`config.mk`:
```
export PLATFORM = sky130hd
export DESIGN_NAME = ifp_fetch_unit_flat
export DESIGN_NICKNAME = d
export VERILOG_FILES = /design/src/rtl/ifp_fetch_unit_if.sv /design/src/rtl/ifp_fetch_unit.sv /design/src/flat_wrapper.sv
export SDC_FILE = /design/constraint.sdc
export NUM_CORES = 1
export LEC_CHECK = 0
export ABC_AREA = 0
export CAP_MARGIN = 0
export CELL_PAD_IN_SITES_DETAIL_PLACEMENT = 1
export CELL_PAD_IN_SITES_GLOBAL_PLACEMENT = 2
export CORE_ASPECT_RATIO = 2
export CORE_MARGIN = 1.5
export CORE_UTILIZATION = 30
export DETAILED_ROUTE_END_ITERATION = 8
export DONT_BUFFER_PORTS = 1
export GPL_TIMING_DRIVEN = 0
export PLACE_DENSITY_LB_ADDON = 0.1
export SLEW_MARGIN = 40
export SYNTH_ARGS = -nofsm -noshare
export SYNTH_HDL_FRONTEND = slang
export SYNTH_SLANG_ARGS = --single-unit
```
`constraint.sdc`:
```
create_clock -name clk -period 2.6 [get_ports clk]
set_clock_uncertainty 0.1 [all_clocks]
set_input_delay 0.39 -clock clk [delete_from_list [all_inputs] [get_ports clk]]
set_output_delay 0.39 -clock clk [all_outputs]
set_load 0.01 [all_outputs]
```
`src/rtl/ifp_fetch_unit_if.sv`:
```
// Instruction-memory channel between the fetch unit (master) and instruction memory (slave).
// A request transfers on any cycle with imem_req_valid && imem_req_ready; the address is sampled only then.
interface ifp_fetch_unit_if;
    logic        imem_req_valid;
    logic        imem_req_ready;
    logic [63:0] imem_req_addr;
    logic        imem_resp_valid;
    logic [31:0] imem_resp_data;

    modport master (
        output imem_req_valid,
        output imem_req_addr,
        input  imem_req_ready,
        input  imem_resp_valid,
        input  imem_resp_data
    );

    modport slave (
        input  imem_req_valid,
        input  imem_req_addr,
        output imem_req_ready,
        output imem_resp_valid,
        output imem_resp_data
    );
endinterface

```
`src/rtl/ifp_fetch_unit.sv`:
```
// IFP fetch stage: owns the PC, keeps one request in flight to instruction memory, and feeds
// the IFR register through a one-entry skid buffer; responses from a squashed path are dropped.
module ifp_fetch_unit #(
    parameter logic [63:0] RESET_PC = 64'h0000_0000_8000_0000,
    parameter logic [63:0] PC_STEP  = 64'd4
) (
    input  logic             clk,
    input  logic             rst_n,
    input  logic             stall_IFP,
    input  logic             branch_taken_IFP,
    input  logic [63:0]      branch_target_IFP,
    ifp_fetch_unit_if.master imem,
    output logic             inst_valid_IFP,
    output logic [31:0]      inst_IFP,
    output logic [63:0]      pc_IFP,
    output logic [1:0]       state_dbg_o
);

    typedef enum logic [1:0] {
        S_BOOT = 2'd0,
        S_REQ  = 2'd1,
        S_WAIT = 2'd2,
        S_HOLD = 2'd3
    } state_e;

    state_e      state_q, state_d;
    logic [63:0] pc_q, pc_d;
    logic [63:0] fpc_q, fpc_d;
    logic        kill_q, kill_d;
    logic        inst_valid_q, inst_valid_d;
    logic [31:0] inst_q, inst_d;
    logic [63:0] pc_out_q, pc_out_d;
    logic [31:0] skid_inst_q, skid_inst_d;
    logic [63:0] skid_pc_q, skid_pc_d;

    logic req_hs;
    logic slot_free;

    assign req_hs    = (state_q == S_REQ) && imem.imem_req_ready;
    assign slot_free = !inst_valid_q || !stall_IFP;

    always_ff @(posedge clk or negedge rst_n) begin
        if (!rst_n) begin
            state_q      <= S_BOOT;
            pc_q         <= RESET_PC;
            fpc_q        <= '0;
            kill_q       <= 1'b0;
            inst_valid_q <= 1'b0;
            inst_q       <= '0;
            pc_out_q     <= '0;
            skid_inst_q  <= '0;
            skid_pc_q    <= '0;
        end else begin
            state_q      <= state_d;
            pc_q         <= pc_d;
            fpc_q        <= fpc_d;
            kill_q       <= kill_d;
            inst_valid_q <= inst_valid_d;
            inst_q       <= inst_d;
            pc_out_q     <= pc_out_d;
            skid_inst_q  <= skid_inst_d;
            skid_pc_q    <= skid_pc_d;
        end
    end

    always_comb begin
        state_d      = state_q;
        pc_d         = pc_q;
        fpc_d        = fpc_q;
        kill_d       = kill_q;
        // An unstalled output is consumed this cycle, so it survives only while stalled.
        inst_valid_d = inst_valid_q && stall_IFP;
        inst_d       = inst_q;
        pc_out_d     = pc_out_q;
        skid_inst_d  = skid_inst_q;
        skid_pc_d    = skid_pc_q;

        case (state_q)
            S_BOOT: state_d = S_REQ;
            S_REQ: begin
                if (req_hs) begin
                    fpc_d   = pc_q;
                    state_d = S_WAIT;
                end
            end
            S_WAIT: begin
                if (imem.imem_resp_valid) begin
                    if (kill_q) begin
                        // pc already holds the redirect target; only the stale data is discarded.
                        kill_d  = 1'b0;
                        state_d = S_REQ;
                    end else begin
                        pc_d = fpc_q + PC_STEP;
                        if (slot_free) begin
                            inst_valid_d = 1'b1;
                            inst_d       = imem.imem_resp_data;
                            pc_out_d     = fpc_q;
                            state_d      = S_REQ;
                        end else begin
                            skid_inst_d = imem.imem_resp_data;
                            skid_pc_d   = fpc_q;
                            state_d     = S_HOLD;
                        end
                    end
                end
            end
            S_HOLD: begin
                if (!stall_IFP) begin
                    inst_valid_d = 1'b1;
                    inst_d       = skid_inst_q;
                    pc_out_d     = skid_pc_q;
                    state_d      = S_REQ;
                end
            end
            default: state_d = S_BOOT;
        endcase

        // Redirect overrides everything above, including a stalled output.
        if (branch_taken_IFP) begin
            inst_valid_d = 1'b0;
            pc_d         = branch_target_IFP;
            skid_inst_d  = '0;
            skid_pc_d    = '0;
            case (state_q)
                S_REQ: begin
                    if (req_hs) begin
                        kill_d  = 1'b1;
                        state_d = S_WAIT;
                    end else begin
                        state_d = S_REQ;
                    end
                end
                S_WAIT: begin
                    if (imem.imem_resp_valid) begin
                        kill_d  = 1'b0;
                        state_d = S_REQ;
                    end else begin
                        kill_d  = 1'b1;
                        state_d = S_WAIT;
                    end
                end
                default: state_d = S_REQ;
            endcase
        end
    end

    always_comb begin
        imem.imem_req_valid = (state_q == S_REQ);
        imem.imem_req_addr  = pc_q;
        inst_valid_IFP      = inst_valid_q;
        inst_IFP            = inst_q;
        pc_IFP              = pc_out_q;
        state_dbg_o         = state_q;
    end

endmodule

```
`src/flat_wrapper.sv`:
```
// flat-port wrapper written by rule: the top's interface ports become plain ports
module ifp_fetch_unit_flat 
#(
    parameter logic [63:0] RESET_PC = 64'h0000_0000_8000_0000,
    parameter logic [63:0] PC_STEP  = 64'd4
)
  (clk, rst_n, stall_IFP, branch_taken_IFP, branch_target_IFP, inst_valid_IFP, inst_IFP, pc_IFP, state_dbg_o, imem_imem_req_valid, imem_imem_req_addr, imem_imem_req_ready, imem_imem_resp_valid, imem_imem_resp_data);
  ifp_fetch_unit_if imem_i ();
  input  logic clk;
  input  logic rst_n;
  input  logic stall_IFP;
  input  logic branch_taken_IFP;
  input  logic [63:0] branch_target_IFP;
  output logic inst_valid_IFP;
  output logic [31:0] inst_IFP;
  output logic [63:0] pc_IFP;
  output logic [1:0] state_dbg_o;
  output wire logic [$bits(imem_i.imem_req_valid)-1:0] imem_imem_req_valid;
  output wire logic [$bits(imem_i.imem_req_addr)-1:0] imem_imem_req_addr;
  input wire logic [$bits(imem_i.imem_req_ready)-1:0] imem_imem_req_ready;
  input wire logic [$bits(imem_i.imem_resp_valid)-1:0] imem_imem_resp_valid;
  input wire logic [$bits(imem_i.imem_resp_data)-1:0] imem_imem_resp_data;
  assign imem_imem_req_valid = imem_i.imem_req_valid;
  assign imem_imem_req_addr = imem_i.imem_req_addr;
  assign imem_i.imem_req_ready = imem_imem_req_ready;
  assign imem_i.imem_resp_valid = imem_imem_resp_valid;
  assign imem_i.imem_resp_data = imem_imem_resp_data;
  ifp_fetch_unit #(.RESET_PC(RESET_PC), .PC_STEP(PC_STEP)) u_core (.clk(clk), .rst_n(rst_n), .stall_IFP(stall_IFP), .branch_taken_IFP(branch_taken_IFP), .branch_target_IFP(branch_target_IFP), .imem(imem_i), .inst_valid_IFP(inst_valid_IFP), .inst_IFP(inst_IFP), .pc_IFP(pc_IFP), .state_dbg_o(state_dbg_o));
endmodule
```
==> results.md <==
* Final setup TNS at 0 ns
* Top FF cell, synth: dfrtp_1
* Overflow after GRT at 0
* Post-Route WL at 65,300 um
* Clk slew on worst S/H paths at 0.07 ns
* Worst Setup SP: u_core.fpc_q[28]
* ANT nets after route at 0
* Vias in the first global route at 14.4k
* Synth Area in Simple Gates at 17.6%
* CTS tree: done
* P_sw at 7.06 mW
* Most frequent cells in the layout: nand2_1 (368), dfrtp_1 (317), a21oi_1 (136)
* Post-Synth Adder-Cell Area at 0.322%
* Slew @ Worst Pin at 1.27 ns
* Synth cell types at 80
* Crit path max fanout at 8
* WP data arrival at 2.87 ns
* Violated checks: hold timing
* Mapped Area at 15,500 um2
* P_int at 12.0 mW
* Ys async rst share at 100%
* Num Clock Sinks at 324
* Worst vdd ir at 523 uV
* R2r startpoint: u_core.fpc_q[28]
* Switching share of power at 37.0%
* Power share of the combinational group at 25.6%
* Mux share of post-synthesis cell area at 11.9%
* H-tree Lvls at 2
* Pwr dens at 1000 nW/um2
* GP Congestion at 0.834
* Mean number of vias per cell at 5.29
* Yosys top cell by area: dfrtp_1
* Synthesis-stage register bit count at 324
* Root Buffer: clkbuf_16
* Final Hold Fails at 323
* FF-to-FF End: u_core.imem.imem_req_addr[35]
* Initial core utilization at 30.5%
* Post-Syn Nets at 1,730
* Post-route DRC at 0
* Sequential Power Share at 43.8%
* Cells after Synth at 1,624
* R2R Setup Slk at 0.10 ns
* Post-synthesis xor/xnor area fraction at 0.564%
* Status: finished, violations left
* Fin nets at 1,883
* Final Max Tran Viols at 0
* PortBufs at 0
* Synth Warn # at 0
* Leak at 7.84 nW
* Die height at 325 um
* Power, Total at 19.1 mW
* Crit share post-route at 96.1%
* FF-to-FF path depth at 8
* Initial antenna violation count at 5
* Top Ports at 266
* Proportion of layout cells with a drive suffix above 1 at 14.5%
* Vias at 13.0k
* EDFF count, synth at 0
* Largest family of logic cells by synthesized area: simple AND/OR/NAND/NOR gates
* Startpoint types: flop
* GRT Util Overall at 24.8%
* Worst EP required at 2.97 ns
* Rows at 117
* Synth Area in Compound Gates at 13.5%
* Hold WC Path Type: primary input to async pin
* Synth area leaders: dfrtp_1 (52%), nand2_1 (8.9%), mux2i_1 (7.3%)
* Max-cap viol count at 0
* Longest Clk Path Bufs at 3
* RSZ-0062 raised after global routing: no
* Initial detailed-routing violation count at 598
* DR WL/cell at 26.6 um
* Element type at the critical path end: flop
* Cts hold-fix bufs at 96
* DIE WIDTH at 164 um
* Most common cell after layout, fill and taps aside: nand2_1
* Fin Hold WS at -0.556 ns
* Largest net degree at the start of global routing at 325
* Top cell type's share of synthesized area at 52.1%
* Mean Syn Cell Area at 9.56 um2
* Area delta synth->final at 22.9%
* Relative slew slack at 15.1%
* F_max at 400 MHz
* Seq/Total Area, Yosys at 52.2%
* Final setup violation count at 0
* Post-DP HPWL at 47,500 um
* Worst setup path class: flop to flop
* First-pass GRT wire length at 96,800 um
* Fin crit period at 2.50 ns
* Die area at 53,200 um2
* Clock power share at 30.6%
* CTS buffer count at 35
* Pre-antenna DRT Iters at 5
* Worst-Skew Late Latency at 0.55 ns
* Area of the core at 50,900 um2
worst max-delay path by stage:
stage | to | slack, ns
global placement | u_core.inst_IFP[7] | -1.86
finish | u_core.imem.imem_req_addr[35] | 0.10
global route | u_core.imem.imem_req_addr[23] | 0.003
floorplan | u_core.inst_IFP[10] | 0.19
CTS | u_core.imem.imem_req_addr[56] | 0.007
detailed placement | u_core.imem.imem_req_addr[46] | -1.29
cells by family after synthesis:
family,count (synthesis)
AO/OA/AOI/OAI,360
buffers and inverters,145
adder cells (fa/ha/maj),4
XOR/XNOR,10
AND/OR/NAND/NOR,604
flip-flops,324
multiplexers,177
layer usage:
layer | part of all wire (%) | GRT usage [%]
met3 | 6.1 | 5.62
met1 | 36 | 26.0
met4 | 4.5 | 10.8
met5 | 0.017 | 0
met2 | 53 | 46.0
final cells by class:
type                    count  area (um2)
fillers                  5815       31900
multi-input cells        1155        6960
repair buffers            121        1170
plain buffers             127         652
flip-flops and latches    324        8120
diodes                      3        7.51
clock buffers              46        1010
well taps                 654         818
clock inverters            13         295
inverters                  13        48.8
through the flow:
| stage | setup WS [ns] | instance area, um2 | cells | utilization [%] |
|---|---|---|---|---|
| 5_1_grt | 0.00260 | 19100 | 2456 | 37.4 |
| 2_1_floorplan | 0.188 | 15500 | 1624 | - |
| 3_3_place_gp | -1.86 | 16300 | 2278 | 32.1 |
| 3_5_place_dp | -1.29 | 16400 | 2278 | 32.2 |
| 4_1_cts | 0.00738 | 19000 | 2451 | 37.2 |
| 6_report | 0.101 | 19100 | 2456 | 37.4 |
state kept, by name, indices dropped and copies added (netlist names), 2 cells and up:
name and flops:
u_core.pc_IFP 64, u_core.inst_IFP 32, u_core.state_dbg_o 2, u_core.imem.imem_req_addr 64
u_core.skid_pc_q 64, u_core.skid_inst_q 32, u_core.fpc_q 64
power by group through the flow:
stage               clock network [mW]  registers (mW)  logic [mW]
floorplan                            0            7.71        3.35
global placement                     0            8.38        4.55
detailed placement                   0            8.41        4.69
CTS                               6.01            8.36        4.93
global route                      6.17            8.59        5.38
finish                            5.84            8.36        4.87
timing repair:
| item | 4_1_cts | 5_1_grt |
|---|---|---|
| endpoints found under the setup margin | 307 | 180 |
| gates resized for setup | 52 | 28 |
| pin swaps | 9 | 2 |
| setup buffers | 22 | 3 |
| endpoints found under the hold margin | 447 | 324 |
cell usage after synthesis (all sizes together) (10+ instances only):
cell type    n
dfrtp      323
a21oi      136
nand4       26
nand3       33
mux2i      113
o21ai      138
clkbuf      90
nor3        22
mux2        64
and3        24
a211oi      12
nor4        14
nor2        78
inv         12
a31oi       10
buf         42
nand2      369
critical path, stage by stage, from the launching register on:
cell and delay [ns]:
dfrtp_1 0.56, and3_1 0.36, nor4b_4 0.23, buf_4 0.21
and4_1 0.20, buf_2 0.27, nand3_1 0.17, o2bb2ai_1 0.17
a21oi_1 0.15
Power figures use the tool's default switching activity.
==> patch 1: new RTL, same settings <==
Put a register stage on the output `state_dbg_o`, cleared by the reset. The value now appears one clock later. The other outputs are not delayed to match.
--- a/src/rtl/ifp_fetch_unit.sv
+++ b/src/rtl/ifp_fetch_unit.sv
@@ -22,6 +22,8 @@
         S_WAIT = 2'd2,
         S_HOLD = 2'd3
     } state_e;
+
+    logic [1:0] state_dbg_d;
 
     state_e      state_q, state_d;
     logic [63:0] pc_q, pc_d;
@@ -150,7 +152,15 @@
         inst_valid_IFP      = inst_valid_q;
         inst_IFP            = inst_q;
         pc_IFP              = pc_out_q;
-        state_dbg_o         = state_q;
+        state_dbg_d         = state_q;
+    end
+
+    always_ff @(posedge clk or negedge rst_n) begin
+        if (!rst_n) begin
+            state_dbg_o <= '0;
+        end else begin
+            state_dbg_o <= state_dbg_d;
+        end
     end
 
 endmodule
Check against the original RTL: not equivalent (Yosys sat finds a counterexample within 4 cycles, from zero or initial values and one cycle with rst_n low).
==> patch 1 against the original RTL <==
- power is essentially flat
- clock power shrank 8.7%
- critical endpoint is now u_core.imem.imem_req_addr[36]
- setup slack lost 0.057 ns
- the flow still finishes with violations (negative hold slack)
- highest routed layer unchanged
- sequential cell count grew 2
- area after synthesis grew 1.5%
- routed wire length shrank 3.3%
- synthesized cell count grew 1.2%
- final area grew 1.0%
==> patch 1: results (changes against the original RTL) <==
Run status
  • Status: complete, but fails checks
  • Failing checks: negative hold slack

Power
  • Worst vdd ir: 0.492 mV (-5.8%)
  • Switching pwr: 0.00729 W (+3.3%)

Setup path
  • Worst-path fanout max: 10 (+2)
  • Crit-path slowest cell: or4_1
  • Setup crit end: u_core.imem.imem_req_addr[36]
  • Setup slack, reg-to-reg: 0.04 ns (-0.06 ns)

Global routing
  • Met2 usage: 44.3% (-1.7 points)
  • First-pass GRT wire length: 93,900 um (-3.0%)
  • Total track usage: 23.7% (-1.0 points)
  • Vias in the first global route: 14.1k (-2.1%)
  • M1 GR Usage: 25.9% (-0.13 points)
  • Initial antenna violation count: 2 (-3)
  • Largest net degree at the start of global routing: 327 (+0.62%)

Finish
  • # fillers: 5,913 (+1.7%)
  • Fin nets: 1,897 (+0.74%)
  • Share of layout cells above drive strength 1: 15.1% (+0.59 points)
  • Final Non-Filler Cells: 2,476 (+0.81%)

Route
  • Met3 Wirelength: 3600 um (-10%)
  • Total Routed Length: 63,100 um (-3.3%)
  • Via count: 12.9k (-0.64%)
  • Detailed Routing Iterations Pass 1: 4 (-1)

Yosys
  • Post-synthesis adder-cell area fraction: 0.318% (-0.0048 points)
  • Syn Nets: 1,749 (+1.1%)
  • Share of the yosys chip area belonging to registers: 51.8% (-0.46 points)
  • Largest cells by area after synthesis: dfrtp_1 (52%), nand2_1 (9.4%), mux2i_1 (7.1%)
  • Mux cell area share after synthesis: 12.0% (+0.045 points)
  • Post-synthesis xor/xnor area fraction: 1.72% (+1.2 points)
  • Most frequent cells after synthesis: nand2_1 (395), dfrtp_1 (325), o21ai_0 (126)

Placed design
  • Placed cells: 2,304 (+1.1%)
  • Dpl ws: -0.991 ns (+0.303 ns)

Timing
  • Final hold vios: 325 (+0.62%)
  • Hold Slack: -0.564 ns (-0.00739 ns)

Clock network
  • Post-CTS Setup Inserts: 11 (-50%)
  • CTS Hold Bufs: 97 (+1.0%)
patch 1: cell types whose count changed after synthesis, sizes merged, moves of 13 or more:
cell,unedited run,this run
a21oi,136,121
buf,42,29
clkbuf,90,117
nand2,369,395
nand4,26,46
nor2,78,43
nor3b,1,22
patch 1: layout make-up:
class | count | area (um2) | area share (%)
repair buffers | 121 | 1160 | 6.04
clock buffers | 50 | 1080 | 5.63
inverters | 8 | 30.0 | 0.156
well taps | 660 | 826 | 4.28
clock inverters | 11 | 110 | 0.571
plain buffers | 138 | 797 | 4.13
multi-input cells | 1161 | 7100 | 36.8
flip-flops and latches | 326 | 8170 | 42.4
diodes | 1 | 2.50 | 0.0130
patch 1: power by group through the flow:
stage,Sequential (W),Combinational [W],Clock [W]
floorplan,0.00750,0.00377,0
global placement,0.00799,0.00534,0
detailed placement,0.00804,0.00546,0
CTS,0.00813,0.00560,0.00554
global route,0.00830,0.00625,0.00566
finish,0.00810,0.00565,0.00533
==> patch 2: new RTL, config.mk and constraints unchanged <==
Without the edit above. `RESET_PC` is set to 64'h0000_0000_8000_0000 in 2 places; all go to 64'h0000000060000000.
--- a/src/rtl/ifp_fetch_unit.sv
+++ b/src/rtl/ifp_fetch_unit.sv
@@ -1,7 +1,7 @@
 // IFP fetch stage: owns the PC, keeps one request in flight to instruction memory, and feeds
 // the IFR register through a one-entry skid buffer; responses from a squashed path are dropped.
 module ifp_fetch_unit #(
-    parameter logic [63:0] RESET_PC = 64'h0000_0000_8000_0000,
+    parameter logic [63:0] RESET_PC = 64'h0000000060000000,
     parameter logic [63:0] PC_STEP  = 64'd4
 ) (
     input  logic             clk,
--- a/src/flat_wrapper.sv
+++ b/src/flat_wrapper.sv
@@ -1,7 +1,7 @@
 // flat-port wrapper written by rule: the top's interface ports become plain ports
 module ifp_fetch_unit_flat 
 #(
-    parameter logic [63:0] RESET_PC = 64'h0000_0000_8000_0000,
+    parameter logic [63:0] RESET_PC = 64'h0000000060000000,
     parameter logic [63:0] PC_STEP  = 64'd4
 )
   (clk, rst_n, stall_IFP, branch_taken_IFP, branch_target_IFP, inst_valid_IFP, inst_IFP, pc_IFP, state_dbg_o, imem_imem_req_valid, imem_imem_req_addr, imem_imem_req_ready, imem_imem_resp_valid, imem_imem_resp_data);
Function: changed (a bounded check fails within 4 cycles, from zero or initial values and one cycle with rst_n low).
==> patch 2 against the original RTL <==
- the flow still finishes with violations (negative hold slack)
- routed wire length is essentially flat
- die area is essentially flat
- final area shrank 0.40%
- sequential cell count is the same
- area after synthesis is essentially flat
- setup slack lost 0.012 ns
- power shrank 2.1%
- synthesized cell count is the same
- sequential share of layout area grew 0.18 points
- critical path type unchanged
- largest power group unchanged
==> patch 2: results (changes against the original RTL) <==
Yosys
  • Most frequent cells after synthesis: nand2_1 (369), dfrtp_1 (322), a21oi_1 (136)
  • Largest cells by area after synthesis: dfrtp_1 (52%), nand2_1 (8.9%), mux2i_1 (7.3%)
  • Share of the yosys chip area belonging to registers: 52.2% (about the same)
  • Avg Inst Size Synth: 9.56 um2 (about the same)

Timing
  • Worst Max-Slew Pin Slew: 0.841 ns (-0.433 ns)
  • Hold Slack: -0.554 ns (+0.00202 ns)
  • Final hold vios: 324 (+0.31%)

Placed design
  • Dpl ws: -1.20 ns (+0.0939 ns)
  • DPL Wire Length: 47,500 um (about the same)
  • Placed cells: 2,279 (+0.044%)
  • Routability Congestion: 0.839 (+0.68%)

Route
  • M1 wire length: 22,900 um (-2.5%)
  • WL met2: 34,400 um (-1.2%)
  • Drt via density: 5.33 (+0.85%)
  • Met3 Wirelength: 4080 um (+1.7%)
  • Wire length per cell: 26.5 um (-0.13%)

Setup path
  • Worst R2R Path Depth: 9 (+1)

Global routing
  • Initial antenna violation count: 4 (-1)
  • First-pass GRT wire length: 96,600 um (-0.16%)
  • Met3 Use GR: 6.24% (+0.63 points)
  • Met2 usage: 45.1% (-0.88 points)

Run status
  • Status: complete, but fails checks
  • Failing checks: negative hold slack

Finish
  • Fin nets: 1,885 (+0.11%)
  • Share of layout cells above drive strength 1: 15.3% (+0.80 points)

Power
  • Worst vdd ir: 0.485 mV (-7.2%)
  • Clk pwr share: 29.2% (-1.4 points)
  • Leak pwr: 7.85 nW (+0.20%)
-- patch 2: changes by cell type after synthesis --
cell / unedited run / this run
dfrtp_1: 323 / 322
dfstp_2: 1 / 2
-- patch 2: path summary, 6_finish.rpt --
check,end,from,slack (ns)
worst max-delay path,u_core.imem.imem_req_addr[56],u_core.fpc_q[3],0.09
worst min-delay path,u_core.inst_IFP[17],rst_n,-0.55
worst max register to register,u_core.imem.imem_req_addr[56],u_core.fpc_q[3],0.09
worst min register to register,u_core.skid_inst_q[16],u_core.skid_inst_q[16],0.42
max in group asynchronous,u_core.fpc_q[28],rst_n,2.33
min in group clk,u_core.imem.imem_req_addr[26],branch_target_IFP[26],0.03
-- patch 2: final cells by class --
cell class / instances / area (um2)
Sequential cell: 324 / 8120
Antenna cell: 2 / 5.00
Fill cell: 5828 / 31900
Multi-Input combinational cell: 1155 / 6950
Clock inverter: 12 / 166
Buffer: 127 / 673
Tap cell: 654 / 818
Inverter: 13 / 48.8
Timing Repair Buffer: 123 / 1180
Clock buffer: 49 / 1050
-- patch 2: critical path: cells and delay by family, from the launching register on --
family,cells,cell delay (ns)
adders and majority gates,1,0.26
AOI/OAI and AO/OA,1,0.19
DFF,1,0.44
buffers and inverters,2,0.42
and+or+nand+nor,5,1.01
-- patch 2: kinds of logic (layout without fill, tap and decap cells) --
logic type      Yosys count  in the layout  synth area share (%)
simple gates            604            604                  17.6
compound gates          360            360                  13.5
flops                   324            324                  52.2
mux                     177            177                  11.9
buf+inv                 145            324                  3.80
xor+xnor                 10             10                 0.564
fa+ha+maj                 4              4                 0.322
other cells               0              2                     0
-- patch 2: what timing repair did --
item,4_1_cts,5_1_grt
resized for setup,60,28
endpoints found under the setup margin,307,119
pin swaps,10,1
hold endpoints to repair,451,324
setup buffers,25,1
